## src/rtl/uart_tx_mmio_if.sv

```systemverilog
// CPU store/load bus into the UART window: address, write data/strobe, read data and window select.
interface uart_tx_mmio_if;
  logic [31:0] addr;
  logic [31:0] wdata;
  logic        wr_en;
  logic [31:0] rdata;
  logic        sel;

  modport master (output addr, wdata, wr_en, input rdata, sel);
  modport slave  (input addr, wdata, wr_en, output rdata, sel);
endinterface

```

## src/rtl/uart_tx_mmio.sv

```systemverilog
// MMIO 8N1 UART transmitter with FIFO; DATA write at edge N drives start bit at N+1.
// No backpressure: writes to a full FIFO are dropped and set sticky overflow. UART_PARITY_EN adds an even parity bit.
module uart_tx_mmio #(
  parameter int          CLK_HZ     = 50000000,
  parameter int          BAUD       = 115200,
  parameter int          FIFO_DEPTH = 8,
  parameter logic [31:0] BASE_ADDR  = 32'hFFFF_0000
) (
  input  logic          clk,
  input  logic          rst,
  uart_tx_mmio_if.slave bus,
  output logic          tx,
  output logic          busy
);

  localparam int DIV = CLK_HZ / BAUD;
  localparam int CW  = $clog2(DIV);
  localparam int AW  = $clog2(FIFO_DEPTH);

  typedef enum logic [2:0] {
    IDLE,
    START,
    DATA,
`ifdef UART_PARITY_EN
    PARITY,
`endif
    STOP
  } state_t;

  logic [7:0]    mem [FIFO_DEPTH];
  logic [AW-1:0] wr_ptr, rd_ptr;
  logic [AW:0]   count;
  logic          overflow;
  logic          full, empty;
  logic          sel, wr_data_reg, push, pop, ovf_set, ovf_clr;

  state_t        state, state_nxt;
  logic [CW-1:0] baud_cnt, baud_cnt_nxt;
  logic [2:0]    bit_idx, bit_idx_nxt;
  logic [7:0]    shift, shift_nxt;
  logic          tx_nxt, bit_end, tx_active;
  logic [7:0]    head;
`ifdef UART_PARITY_EN
  logic          par, par_nxt;
`endif

  logic unused_bits;
  assign unused_bits = ^{bus.wdata[31:8], bus.addr[1:0]};

  assign sel         = (bus.addr[31:3] == BASE_ADDR[31:3]);
  assign bus.sel     = sel;
  assign full        = (count == (AW+1)'(FIFO_DEPTH));
  assign empty       = (count == '0);
  assign wr_data_reg = sel & bus.wr_en & ~bus.addr[2];
  assign push        = wr_data_reg & ~full;
  assign ovf_set     = wr_data_reg & full;
  assign ovf_clr     = sel & bus.wr_en & bus.addr[2] & bus.wdata[3];
  assign head        = mem[rd_ptr];

  always_ff @(posedge clk) begin
    if (push) mem[wr_ptr] <= bus.wdata[7:0];
  end

  always_ff @(posedge clk) begin
    if (rst) begin
      wr_ptr   <= '0;
      rd_ptr   <= '0;
      count    <= '0;
      overflow <= 1'b0;
    end else begin
      if (push) wr_ptr <= wr_ptr + AW'(1);
      if (pop)  rd_ptr <= rd_ptr + AW'(1);
      case ({push, pop})
        2'b10:   count <= count + (AW+1)'(1);
        2'b01:   count <= count - (AW+1)'(1);
        default: count <= count;
      endcase
      if (ovf_set)      overflow <= 1'b1;
      else if (ovf_clr) overflow <= 1'b0;
    end
  end

  always_ff @(posedge clk) begin
    if (rst) begin
      state    <= IDLE;
      baud_cnt <= '0;
      bit_idx  <= '0;
      shift    <= '0;
      tx       <= 1'b1;
`ifdef UART_PARITY_EN
      par      <= 1'b0;
`endif
    end else begin
      state    <= state_nxt;
      baud_cnt <= baud_cnt_nxt;
      bit_idx  <= bit_idx_nxt;
      shift    <= shift_nxt;
      tx       <= tx_nxt;
`ifdef UART_PARITY_EN
      par      <= par_nxt;
`endif
    end
  end

  assign bit_end = (baud_cnt == CW'(DIV - 1));

  always_comb begin
    state_nxt    = state;
    baud_cnt_nxt = bit_end ? '0 : baud_cnt + CW'(1);
    bit_idx_nxt  = bit_idx;
    shift_nxt    = shift;
    pop          = 1'b0;
`ifdef UART_PARITY_EN
    par_nxt      = par;
`endif
    case (state)
      IDLE: begin
        baud_cnt_nxt = '0;
        if (!empty) begin
          pop       = 1'b1;
          shift_nxt = head;
          state_nxt = START;
`ifdef UART_PARITY_EN
          par_nxt   = ^head;
`endif
        end
      end
      START: begin
        if (bit_end) begin
          state_nxt   = DATA;
          bit_idx_nxt = '0;
        end
      end
      DATA: begin
        if (bit_end) begin
          shift_nxt   = {1'b0, shift[7:1]};
          bit_idx_nxt = bit_idx + 3'd1;
          if (bit_idx == 3'd7) begin
`ifdef UART_PARITY_EN
            state_nxt = PARITY;
`else
            state_nxt = STOP;
`endif
          end
        end
      end
`ifdef UART_PARITY_EN
      PARITY: begin
        if (bit_end) state_nxt = STOP;
      end
`endif
      STOP: begin
        if (bit_end) begin
          // Chain straight into the next start bit so queued bytes leave no idle gap.
          if (!empty) begin
            pop       = 1'b1;
            shift_nxt = head;
            state_nxt = START;
`ifdef UART_PARITY_EN
            par_nxt   = ^head;
`endif
          end else begin
            state_nxt = IDLE;
          end
        end
      end
      default: state_nxt = IDLE;
    endcase

    case (state_nxt)
      START:   tx_nxt = 1'b0;
      DATA:    tx_nxt = shift_nxt[0];
`ifdef UART_PARITY_EN
      PARITY:  tx_nxt = par_nxt;
`endif
      default: tx_nxt = 1'b1;
    endcase
  end

  assign tx_active = (state != IDLE);
  assign busy      = tx_active | ~empty;

  always_comb begin
    bus.rdata = '0;
    if (sel && bus.addr[2])
      bus.rdata = {16'b0, 8'(count), 4'b0, overflow, tx_active, empty, full};
  end

endmodule

```

## src/flat_wrapper.sv

```systemverilog
// flat-port wrapper written by rule: the top's interface ports become plain ports
module uart_tx_mmio_flat 
#(
  parameter int          CLK_HZ     = 50000000,
  parameter int          BAUD       = 115200,
  parameter int          FIFO_DEPTH = 8,
  parameter logic [31:0] BASE_ADDR  = 32'hFFFF_0000
)
  (clk, rst, tx, busy, bus_addr, bus_wdata, bus_wr_en, bus_rdata, bus_sel);
  uart_tx_mmio_if bus_i ();
  input  logic clk;
  input  logic rst;
  output logic tx;
  output logic busy;
  input wire logic [$bits(bus_i.addr)-1:0] bus_addr;
  input wire logic [$bits(bus_i.wdata)-1:0] bus_wdata;
  input wire logic [$bits(bus_i.wr_en)-1:0] bus_wr_en;
  output wire logic [$bits(bus_i.rdata)-1:0] bus_rdata;
  output wire logic [$bits(bus_i.sel)-1:0] bus_sel;
  assign bus_i.addr = bus_addr;
  assign bus_i.wdata = bus_wdata;
  assign bus_i.wr_en = bus_wr_en;
  assign bus_rdata = bus_i.rdata;
  assign bus_sel = bus_i.sel;
  uart_tx_mmio #(.CLK_HZ(CLK_HZ), .BAUD(BAUD), .FIFO_DEPTH(FIFO_DEPTH), .BASE_ADDR(BASE_ADDR)) u_core (.clk(clk), .rst(rst), .bus(bus_i), .tx(tx), .busy(busy));
endmodule
```

## config.mk

```make
export PLATFORM = sky130hd
export DESIGN_NAME = uart_tx_mmio_flat
export DESIGN_NICKNAME = d
export VERILOG_FILES = /design/src/rtl/uart_tx_mmio_if.sv /design/src/rtl/uart_tx_mmio.sv /design/src/flat_wrapper.sv
export SDC_FILE = /design/constraint.sdc
export NUM_CORES = 1
export LEC_CHECK = 0
export CAP_MARGIN = 20
export CELL_PAD_IN_SITES_DETAIL_PLACEMENT = 2
export CELL_PAD_IN_SITES_GLOBAL_PLACEMENT = 2
export CORE_UTILIZATION = 36
export CTS_BUF_LIST = sky130_fd_sc_hd__clkbuf_8 sky130_fd_sc_hd__clkbuf_16
export CTS_CLUSTER_SIZE = 24
export DETAILED_ROUTE_END_ITERATION = 6
export PLACE_DENSITY = 0.95
export SLEW_MARGIN = 20
export SYNTH_ARGS = -nofsm -noshare
export SYNTH_HDL_FRONTEND = slang
export SYNTH_SLANG_ARGS = --single-unit
export TNS_END_PERCENT = 10
```

## constraint.sdc

```tcl
create_clock -name clk -period 6.25 [get_ports clk]
set_input_delay 0.9375 -clock clk [delete_from_list [all_inputs] [get_ports clk]]
set_output_delay 0.9375 -clock clk [all_outputs]
set_load 0.01 [all_outputs]
```

# == Word-level counts from Yosys, hierarchy flattened ==
# Memory sizes are Yosys's and may differ from the RTL's. A register that Yosys moved wholly into a read port is not among the register bits.
# Index checks and enable logic that the tools add are counted.
# classes
n_eq_ne,14
n_addsub,6
n_bitwise,10
mux,26
n_reduce_logical,11
# ops
operator,count
== test 29 bit (second input constant),1
two-way mux 3 bit,9
two-way mux 8 bit,3
one-hot mux 8 bit (3 select lines),1
two-way mux 12 bit,1
one-hot mux 3 bit (4 select lines),1
adder 3 x 1 -> 3 bit (second input constant),3
adder 9 x 1 -> 9 bit (second input constant),1
== test 3 x 2 -> 1 bit (second input constant),3
== test 9 bit (second input constant),1
one-hot mux 4 bit (2 select lines),1
two-way mux 1 bit,7
AND 1 bit,6
== test 3 x 1 -> 1 bit (second input constant),2
!= test 2 x 1 -> 1 bit (second input constant),3
one-hot mux 3 bit (2 select lines),1
AND reduction 3 bit,2
nonzero test 2 bit,3
nonzero test 3 bit,2
adder 4 x 1 -> 4 bit (second input constant),1
== test 4 bit (second input constant),1
logical NOT 4 bit,1
one-hot mux 1 bit (2 select lines),2
subtractor 4 x 1 -> 4 bit (second input constant),1
other kinds (8),10
# word_totals
mem_bits_rw,64
wordCells,78
mem_count,1
inputBits,67
out_inout_bits,35
reg_bits,35
# mem_list
memory,depth,width,rd,rd_ports_with_merged_regs,wr,line,source
u_core.mem,8,8,1,1,1,uart_tx_mmio.sv:30,logic [7:0] mem [FIFO_DEPTH];

# == Logic depth before layout (Yosys ltp) ==
# logic_depth
ltp_word,6
mapped_depth,12

# == Worst setup path after synthesis ==
# Ideal clock, no wire load.
# synth_path
path_kind,input -> register
from,in bus_addr[23]
to,reg u_core.count[2]
path_slack_ns,2.837
arrival_time_ns,3.342
setup_time_ns,0.071
path_stages,11
path_buffers,1
path_cell_list,nand4_1 -> or4_1 -> or4b_1 -> buf_2 -> ha_1 -> xor2_1 -> ha_1 -> a21oi_1 -> xor2_1 -> or3_1 -> a21oi_1
# synth_via
elab_chain_cells,6
word_cells_on_any_way,8
# synth_lines
item,line,source
start: declaration,flat_wrapper.sv:15,input wire logic [$bits(bus_i.addr)-1:0] bus_addr;
== test 29 bit *,uart_tx_mmio.sv:50,assign sel = (bus.addr[31:3] == BASE_ADDR[31:3]);
AND 1 bit * (2 in a row),uart_tx_mmio.sv:54,assign wr_data_reg = sel & bus.wr_en & ~bus.addr[2];
AND 1 bit *,uart_tx_mmio.sv:55,assign push = wr_data_reg & ~full;
== test 2 x 1 -> 1 bit / == test 2 bit (equally long branches),uart_tx_mmio.sv:73,"case ({push, pop})"
one-hot mux 4 bit (2 select lines) / nonzero test 2 bit (equally long branches),n/a,
end signal: assignment,uart_tx_mmio.sv:74,2'b10: count <= count + (AW+1)'(1);
end signal: assignment,uart_tx_mmio.sv:75,2'b01: count <= count - (AW+1)'(1);
end signal: assignment,uart_tx_mmio.sv:76,default: count <= count;
end: declaration,uart_tx_mmio.sv:32,logic [AW:0] count;
# Mark *: on every way between the ends. The rest lies on a longest branch, timed or not.
# A chain may end at the register's enable or synchronous reset.

# == Final worst setup path ==
# layout_path
from,in bus_addr[21]
to,out bus_rdata[1]
# layout_via
elab_chain_cells,3
# layout_lines
item,line,source
== test 29 bit,uart_tx_mmio.sv:50,
logical AND 1 bit,uart_tx_mmio.sv:185,if (sel && bus.addr[2])
two-way mux 12 bit,uart_tx_mmio.sv:185,
end: declaration,flat_wrapper.sv:18,output wire logic [$bits(bus_i.rdata)-1:0] bus_rdata;
# No other way between the ends.

==> results_dict.tcl <==
set metrics [dict create \
    status "finished clean" \
    grt_overflow 0 \
    ys_top_cells_by_area "edfxtp_1, dfxtp_1, mux4_2, nor2_1, buf_4" \
    synth_seq_area_share_pct 57.6 \
    powerDensity_nw_per_um2 245 \
    fin_nets 502 \
    fin_ws_ns 1.86 \
    nFillCells 1270 \
    period_share_pct 70.2 \
    insertion_delay_ns 0.35 \
    place_ws_ns 1.81 \
    drive_above_1_share_pct 9.51 \
    cp-start-kind "input port" \
    clockBufferDepth 2 \
    max_stage_delay_ns 0.56 \
    critPathCaptureType "output pin" \
    drt_wl_total_microns 11900 \
    drt.antenna.violating_nets 0 \
    postCtsSetupRepairBufs 0 \
    synth_ff_type "edfxtp_1" \
    cts_resized 0 \
    first_global_vias 3537 \
    dieArea_sq_um 13400 \
    yosys.area_share.simple_pct 15.0 \
    cts_sinks 102 \
    syn_area_sq_um 4650 \
    drv_slew 0 \
    synth_enable_flop_cells 64 \
    grt_use_total_pct 19.6 \
    io_pins 102 \
    synthTopCellsByCount "edfxtp_1, nor2_1, dfxtp_1" \
    synth-xor-area-share_pct 2.82 \
    postSynthAreaPerCell_sq_um 12.3 \
    grt_max_degree 25 \
    stdcell_area_sq_um 5560 \
    hold_viol 0 \
    diodes 0 \
    utilization_pct 44.0 \
    path_buf_inv 2 \
    path_clk_slew_ns 0.07 \
    wl_met1_microns 4620 \
    p_leak_nw 1.84 \
    tns_ns 0 \
    placed_cell_area_sq_um 5230 \
    finalNonFillerCells 603 \
    cts-buffers-inserted 9 \
    place.gp.congestion 0.729 \
    synthAdderAreaFrac_pct 2.42 \
    start_util_pct 36.9 \
    max_freq_ghz 0.228 \
    hold_class "reg -> reg" \
    die_w_microns 116 \
    ys_ff_latch 102 \
    synth_top_family_by_area "simple AND/OR/NAND/NOR gates" \
    synth_most_common_cell "edfxtp_1" \
    multiInputGateArea_sq_um 1790 \
    crit_family "simple AND/OR/NAND/NOR gates" \
    synth_top_area_cell "edfxtp_1" \
    wire_per_inst_microns 19.7 \
    setup_viol 0 \
    cts_root_buf "clkbuf_16" \
    dieHeight_microns 116 \
    yosysUniqueCellTypes 49 \
    syn_inst 378 \
    yosysTopAreaCellShare_pct 41.3 \
    rsz0062_at_grt "false" \
    area_growth_pct 19.4 \
    worstMarginPinSlew_ns 1.01 \
    synth_compound_area_share_pct 6.70 \
    num_vias 3111 \
    portBuffers 51 \
    final-seq-area_sq_um 2680 \
    cts_tree "built" \
    ir_drop_v 0.000196 \
    critPathArrivalTime_ns 3.45 \
    drc 0 \
    min_period_ns 4.39 \
    hpwl_microns 8660 \
    top_layer_used "met4" \
    clock_skew_ns 0.00833 \
    first_pass_iters 4 \
    crit_type "in -> out" \
    core_sq_um 12600 \
    synthMuxAreaShare_pct 9.52 \
    cts_hold_buffers 0 \
    crit_chain "clkdlybuf4s50_1 > nand4_1 > or4_1 > nor2_1 > nand2_1 > nor2_1 > clkdlybuf4s50_1" \
    critPathRequiredTime_ns 5.31 \
    dr_wl_met2_microns 6680 \
    wl_met3_microns 354 \
    slowest_stage "clkdlybuf4s50_1" \
    cap_violations 0 \
    antenna_found_initial 0 \
    ys_warn_count 0 \
    cp_max_fo 10 \
    place_inst 587 \
    rows 41 \
    synthArstFlopShare_pct 0 \
    grt_pass1_wl_microns 19200 \
    drt-vias-per-instance 5.16 \
    drt_iter0_drc 127 \
    slew_headroom_pct 32.4 \
    cts-htree-levels 3 \
]
-- tightest hold or removal path: stages (launching register included) --
cell and delay [ns]:
dfxtp_1 0.32, nand2_1 0.05, a21oi_1 0.06
-- report_power, final --
part | internal (mW) | switching, mW | leakage [nW] | total, mW
registers | 0.715 | 0.00246 | 0.882 | 0.718
logic | 0.0271 | 0.0263 | 0.805 | 0.0534
clock network | 0.323 | 0.267 | 0.157 | 0.590
-- layout make-up --
type,count,share of cell area [%]
clock buffer,9,4.05
clock inverter,7,1.76
inverter,6,0.405
multi-input combinational,254,32.2
sequential,102,48.3
tap,172,3.87
timing repair buffer,53,9.46
-- logic make-up after synthesis --
group	after synthesis
compound gates	47
xor+xnor	15
fa+ha+maj	9
buf+inv	46
flops	102
mux	24
other cells	1
simple gates	134
-- placed cells by master (no fill, tap or decap), drive strengths merged, types with 4 or more instances in the layout --
cell	netlist	layout
a31oi	5	5
nor2	51	51
nand2b	4	4
dfxtp	38	38
clkbuf	8	9
ha	9	9
a211oi	4	4
o21ai	6	6
nor3	9	9
mux4	16	16
o22ai	4	4
nand4	5	5
mux2i	6	6
nand3	6	6
or3	7	7
a21oi	13	13
nor4	9	9
conb	1	25
clkdlybuf4s50	0	51
edfxtp	64	64
inv	6	10
xnor2	6	6
xor2	9	9
and3	6	6
nand2	18	18
-- stage by stage --
step / hold WS, ns / power, mW
after global routing: 0.505 / 1.40
after global placement: 0.440 / 0.783
final: 0.474 / 1.36
after CTS: 0.480 / 1.37
after detailed placement: 0.470 / 0.786
after floorplan: 0.429 / 0.761
-- path summary, 6_finish.rpt --
check | from | end | slack [ns] | depth (start not counted)
worst min register to register | u_core.bit_idx[2] | u_core.bit_idx[2] | 0.47 | 2
worst max-delay path | bus_addr[21] | bus_rdata[1] | 1.86 | 7
worst max register to register | u_core.baud_cnt[0] | u_core.count[3] | 2.99 | 10
worst min-delay path | u_core.bit_idx[2] | u_core.bit_idx[2] | 0.47 | 2
-- registers in the layout, indices dropped and copies added, names as in the netlist, named ones only --
signal           cells
u_core.overflow      1
u_core.count         4
u_core.rd_ptr        3
u_core.tx            1
u_core.wr_ptr        3
u_core.state         3
u_core.bit_idx       3
u_core.mem          64
u_core.baud_cnt      9
u_core.shift         8
-- per-layer routing --
layer	up-vias	track usage, %
met5	-	0
met4	0	6.24
met3	18	3.71
met2	71	38.4
met1	1561	20.9
li1	1461	-
(Power assumes the default switching activity.)
